==> src/rtl/vec_regfile_fill.sv <==
// Vector register file with two async read ports, lane-masked direct write and a beat-serial fill engine.
// Optional macro VRF_BYPASS_EN adds same-cycle write-to-read forwarding on rd1/rd2.
module vec_regfile_fill #(
  parameter int NREGS = 16,
  parameter int LANES = 16,
  parameter int LANEW = 8,
  parameter int AW    = $clog2(NREGS),
  parameter int BEATW = 32
) (
  input  logic                   clk,
  input  logic                   rst,
  input  logic [AW-1:0]          ra1,
  input  logic [AW-1:0]          ra2,
  output logic [LANES*LANEW-1:0] rd1,
  output logic [LANES*LANEW-1:0] rd2,
  input  logic                   we,
  input  logic [AW-1:0]          wa,
  input  logic [LANES-1:0]       wmask,
  input  logic [LANES*LANEW-1:0] wd,
  input  logic                   fill_start,
  input  logic [AW-1:0]          fill_reg,
  input  logic                   fill_valid,
  output logic                   fill_ready,
  input  logic [BEATW-1:0]       fill_data,
  output logic                   fill_done,
  output logic [NREGS-1:0]       busy
);

  localparam int VW    = LANES * LANEW;
  localparam int BEATS = VW / BEATW;
  localparam int CW    = (BEATS > 1) ? $clog2(BEATS) : 1;

  typedef enum logic [1:0] {IDLE, FILL, COMMIT} state_t;

  state_t          state;
  logic [AW-1:0]   dst;
  logic [CW-1:0]   cnt;
  logic [VW-1:0]   shadow;
  logic [VW-1:0]   vrf [NREGS];
  logic            commit;
  logic            beat;

  assign commit = (state == COMMIT);
  assign beat   = fill_ready && fill_valid;

  function automatic logic [VW-1:0] lane_merge(input logic [VW-1:0]    old_v,
                                               input logic [VW-1:0]    new_v,
                                               input logic [LANES-1:0] mask);
    logic [VW-1:0] r;
    r = old_v;
    for (int i = 0; i < LANES; i++)
      if (mask[i]) r[i*LANEW +: LANEW] = new_v[i*LANEW +: LANEW];
    return r;
  endfunction

  // fill_ready mirrors FILL; fill_done is set on entry to COMMIT so it is high for that cycle only
  always_ff @(posedge clk) begin
    if (rst) begin
      state      <= IDLE;
      dst        <= '0;
      cnt        <= '0;
      busy       <= '0;
      fill_ready <= 1'b0;
      fill_done  <= 1'b0;
    end else begin
      fill_done <= 1'b0;
      case (state)
        IDLE: begin
          if (fill_start) begin
            dst            <= fill_reg;
            cnt            <= '0;
            busy[fill_reg] <= 1'b1;
            fill_ready     <= 1'b1;
            state          <= FILL;
          end
        end
        FILL: begin
          if (beat) begin
            cnt <= cnt + 1'b1;
            if (cnt == CW'(BEATS - 1)) begin
              fill_ready <= 1'b0;
              fill_done  <= 1'b1;
              state      <= COMMIT;
            end
          end
        end
        COMMIT: begin
          busy[dst] <= 1'b0;
          state     <= IDLE;
        end
        default: state <= IDLE;
      endcase
    end
  end

  // Shadow is pure data; a reset simply leaves stale beats that the next fill overwrites
  always_ff @(posedge clk) begin
    if (beat) shadow[cnt*BEATW +: BEATW] <= fill_data;
  end

  // Commit beats a colliding direct write to the same register on every lane
  always_ff @(posedge clk) begin
    if (rst) begin
      for (int r = 0; r < NREGS; r++) vrf[r] <= '0;
    end else begin
      for (int r = 0; r < NREGS; r++) begin
        if (commit && dst == AW'(r))
          vrf[r] <= shadow;
        else if (we && wa == AW'(r))
          vrf[r] <= lane_merge(vrf[r], wd, wmask);
      end
    end
  end

`ifdef VRF_BYPASS_EN
  function automatic logic [VW-1:0] fwd(input logic [AW-1:0] addr,
                                        input logic [VW-1:0] stored);
    if (commit && dst == addr)
      return shadow;
    else if (we && wa == addr)
      return lane_merge(stored, wd, wmask);
    else
      return stored;
  endfunction

  assign rd1 = fwd(ra1, vrf[ra1]);
  assign rd2 = fwd(ra2, vrf[ra2]);
`else
  assign rd1 = vrf[ra1];
  assign rd2 = vrf[ra2];
`endif

endmodule

==> config.mk <==
export PLATFORM = sky130hd
export DESIGN_NAME = vec_regfile_fill
export DESIGN_NICKNAME = d
export VERILOG_FILES = /design/src/rtl/vec_regfile_fill.sv
export SDC_FILE = /design/constraint.sdc
export NUM_CORES = 2
export LEC_CHECK = 0
export CORE_MARGIN = 3
export CORE_UTILIZATION = 35
export DETAILED_ROUTE_END_ITERATION = 8
export PLACE_DENSITY = 0.63
export SETUP_SLACK_MARGIN = 0.5
export SYNTH_ARGS = -nofsm -noshare
export SYNTH_HDL_FRONTEND = slang
export SYNTH_SLANG_ARGS = --single-unit
==> constraint.sdc <==
create_clock -name clk -period 6 [get_ports clk]
set_input_delay 1.2 -clock clk [delete_from_list [all_inputs] [get_ports clk]]
set_output_delay 1.2 -clock clk [all_outputs]
set_load 0.005 [all_outputs]
After elaboration in Yosys (flattened, before gate mapping)
Memory sizes are Yosys's and may differ from the RTL's.
Cells that the tools add are included.
{ "totals": {"ram_bits": 2048, "inputBits": 197, "n_memories": 1, "reg_bits": 154, "output_inout_bits": 274} }
{ "classes": {"n_eq_ne": 292, "order_cmp": 4, "shifts": 2, "n_addsub": 2, "n_reduce_logical": 302, "mux": 1429, "bitwise": 277} }
{ "memory_table": {"columns": ["memory", "words", "word_bits", "rd", "rd_ports_with_merged_regs", "wr", "line", "rtl"], "rows": [
  ["vrf", 16, 128, 2, 0, 16, "39", "logic [VW-1:0] vrf [NREGS];"]
]} }
{ "ops": {"columns": ["cell", "n"], "rows": [
  ["2-to-1 mux 8 bit", 1280],
  ["2-to-1 mux 128 bit", 16],
  ["inequality test 4 bit, second input constant", 256],
  ["AND reduction 2 bit", 258],
  ["OR 1 bit", 272],
  ["bitwise mux 128 bit", 1],
  ["variable shift 32 x 34 -> 128 bit, first input constant", 1],
  ["indexed part select 32 x 34 -> 128 bit", 1],
  ["2-to-1 mux 1 bit", 120],
  ["equality test 4 bit, second input constant", 16],
  ["logical AND 1 bit", 35],
  ["negator 7 -> 34 bit", 1],
  ["equality test 4 x 3 -> 1 bit, second input constant", 8],
  ["case mux 16 bit (2 select lines)", 1],
  ["bitwise AND 16 bit", 1],
  ["equality test 4 x 2 -> 1 bit, second input constant", 4],
  ["2-to-1 mux 16 bit", 1],
  ["inverter 16 bit", 1],
  ["OR 16 bit", 1],
  ["< comparator 4 x 5 -> 1 bit, second input constant", 2],
  ["2-to-1 mux 2 bit", 5],
  ["demux 1 bit (select 4 bit)", 2],
  ["equality test 4 x 1 -> 1 bit, second input constant", 2],
  [">= comparator 4 x 1 -> 1 bit, second input constant", 2],
  ["13 further kinds", 21]
]} }

Depth between registers and ports, before layout
{ "depth": {"depth_word": 8, "mapped_depth": 9, "depth_no_buf": 5} }

Worst setup path before layout
OpenSTA, ideal clock, no wires.
{ "synth_path": {"kind": "input -> output", "start": "input ra1[0]", "end": "output rd1[102]", "path_stages": 7, "t_arrival_ns": 2.894, "t_required_ns": 4.800, "path_buffers": 4, "setup_slack_ns": 1.906, "path_cell_list": "buf_2 > buf_2 > buf_2 > buf_2 > mux4_2 > a211oi_1 > a21oi_1"} }
{ "synth_between": {"elab_chain_len": 1} }
{ "synth_lines": {"columns": ["element", "line", "rtl"], "rows": [
  ["from (decl)", "12", "input logic [AW-1:0] ra1,"],
  ["memory read (16 x 128 bit)", null, null],
  ["to (decl)", "14", "output logic [LANES*LANEW-1:0] rd1,"]
]} }
Every way passes these cells.

Final worst setup path
{ "layout_path": {"start": "input ra1[1]", "end": "output rd1[88]"} }
Same word-level chain as after synthesis.

==> flow_summary.ini <==
[run_status]
outcome = finished, final reports clean

[sta]
max_freq_mhz = 183
hold_ws_ns = 0.480
final-setup-viol-count = 0
drv_slew = 0
min_period_ns = 5.46
relSlewSlack_pct = 0.0421
tns_ns = 0
hold_viol = 0
tightest_slew_ns = 1.50
fin_skew_ns = 0.0716
rsz0062_at_grt = no
fin_crit_sh_pct = 91.0

[logic_synthesis]
ys_ff_latch = 2202
synth_enable_flop_cells = 2176
avgSynthCellArea_um2 = 14.7
synth.distinct_cells = 48
synth-seq-area-share_pct = 51.6
async_flop_share_pct = 0
synth_nets = 8885
synth-main-ff-cell = edfxtp_1
synth_area_um2 = 128000
netlist_instances = 8684
ys_warn_count = 0

[floorplan]
core_um2 = 363000
rows = 221
ios = 471
die_area_um2 = 372000
fp.dieH_um = 610
initial_core_util_pct = 35.2
die_w_um = 610

[critical_path]
rr_worst_depth = 5
cp-endpoint = rd1[88]
timing.rr.end = vrf[9][91]
reg2reg_slack_ns = 1.89
cp-startpoint = ra1[1]
required_ns = 4.80
startpoint_type = input pin
cp_max_fo = 50
cp.arrival_ns = 4.26
crit_type = in2out
r2r-start = state[1]
cp-end-kind = output port

[pwr]
p_int_mw = 28.5
p_leak_nw = 54.1
power_density_nw_per_um2 = 265
seq_power_share_pct = 46.8
p_comb_share_pct = 13.7
vdd_drop_max_mv = 0.248
p_switching_mw = 10.1
p_sw_share_pct = 26.1
power_mw = 38.6
power_frac_clock_pct = 39.5

[clock_network]
cts_buffer_depth = 4
insertion_delay_ns = 0.93
cts_buffers = 238
cts_tree = built
cts.sinks = 2202
cts_root_buffer = clkbuf_16
cts_resized = 0
h-tree-depth = 4
ctsHoldBuffers = 0
post_cts_buffers = 0
clkTransAtPathRegs_ns = 0.06

[global_route]
grt_pass1_wl_mm = 736
grt_pass1_vias = 90900
grt_max_degree = 203
gr-usage-all-layers_pct = 28.1
antenna_found_initial = 94
grt_overflow = 0

[route]
firstDrtPassIters = 6
ant_nets = 0
via_per_inst = 6.87
via_count = 93500
drc = 0
drt_wl_total_mm = 539
drt_first_iter_violations = 14800
wl_per_cell_um = 39.6

[run]
maxCapViolCount = 0

[placement]
gp_congestion = 0.900
io_buffers = 470
hpwl_mm = 339

[layout]
syn2layout_area_growth_pct = 13.9
seqCellArea_um2 = 65900
drive_above_1_share_pct = 23.3
final_nets = 8693
fillers = 32600
multi_input_area_um2 = 56500

[worst_hold_path]
worstHoldStart = busy[14]
worstHoldPathType = reg2reg
[Yosys cell counts (88+ instances only)]
| library cell | number | area, um^2 |
|---|---|---|
| nand2_1 | 143 | 537 |
| a21oi_1 | 96 | 480 |
| edfxtp_1 | 2176 | 65300 |
| a21o_1 | 144 | 1080 |
| a211oi_1 | 88 | 661 |
| mux4_2 | 1180 | 26600 |
| clkbuf_1 | 585 | 2200 |
| buf_2 | 388 | 1940 |
| mux2i_1 | 874 | 8750 |
| a22o_1 | 1252 | 11000 |
| nor2b_1 | 93 | 582 |
| o2111ai_1 | 96 | 841 |
| buf_1 | 314 | 1180 |
| and2_1 | 257 | 1610 |
| nor2_1 | 798 | 3000 |
[layout by cell type, fill, tap and decap left out, types with 43 or more instances in the layout]
master,netlist,final
diode_2,0,125
a21oi_1,96,95
o2111ai_1,96,80
clkinv_1,0,53
buf_12,0,81
nor2_1,798,792
nand2_1,143,142
and2_1,257,256
a21o_1,144,144
a22o_1,1252,1252
buf_4,20,325
clkbuf_16,0,243
mux4_2,1180,1180
mux2i_1,874,874
clkdlybuf4s50_1,0,452
nor2b_1,93,91
clkinv_2,0,43
edfxtp_1,2176,2176
a211oi_1,88,88
[through the flow]
stage	util, %	cell area [um^2]	setup WS (ns)	cells
floorplan	-	128000	1.91	8684
global placement	37.8	137000	0.634	13000
detailed placement	37.8	137000	0.656	13000
CTS	40.0	145000	0.642	13500
global route	40.0	145000	0.545	13500
finish	40.1	145000	0.539	13600
[worst min-delay path by stage]
stage	to	slack [ns]	depth (start not counted)
final	busy[14]	0.48	1
after global routing	busy[14]	0.49	1
after floorplan	busy[10]	0.46	1
after global placement	busy[12]	0.46	1
after CTS	busy[4]	0.48	2
after detailed placement	busy[10]	0.47	1
[per-layer routing]
metal,track usage [%],vias up,share of wire (%)
li1,-,35000,-
met1,34.2,47900,34
met2,41.7,8571,44
met3,9.39,1986,14
met4,20.2,34,7.9
met5,0.0775,-,0.050
[cell type report]
type	instances	share of cell area (%)
flip-flops and latches	2202	45.3
well taps	4794	4.13
clock inverters	147	1.01
repair buffers	876	6.03
multi-input cells	5159	38.9
diodes	125	0.215
inverters	15	0.0439
clock buffers	283	4.34
[state kept, by name, summed over array words and instances (netlist names)]
register	flops
shadow	128
state	2
busy	16
cnt	2
vrf	2048
fill_done	1
fill_ready	1
dst	4
[critical path, cell delays in order]
cell             delay, ns
buf_8                 0.44
buf_4                 0.56
mux4_2                0.58
nor2b_1               0.17
a211oi_1              0.30
a21oi_1               0.16
buf_4                 0.24
clkdlybuf4s50_1       0.44
[power groups by stage]
stage,Sequential (mW),Clock [mW],Combinational [mW]
2_1_floorplan,18.1,0,2.77
4_1_cts,18.0,15.2,5.20
5_1_grt,18.1,15.8,5.40
3_5_place_dp,18.3,0,5.18
6_report,18.0,15.2,5.28
3_3_place_gp,18.3,0,5.14
[cell families after synthesis]
group / after synthesis / synth area share, %
buffers and inverters: 1323 / 4.33
flip-flops: 2202 / 51.6
AND/OR/NAND/NOR: 1358 / 4.85
AO/OA/AOI/OAI: 1743 / 11.4
adder cells (fa/ha/maj): 4 / 0.0392
multiplexers: 2054 / 27.7
(Power assumes the default switching activity.)
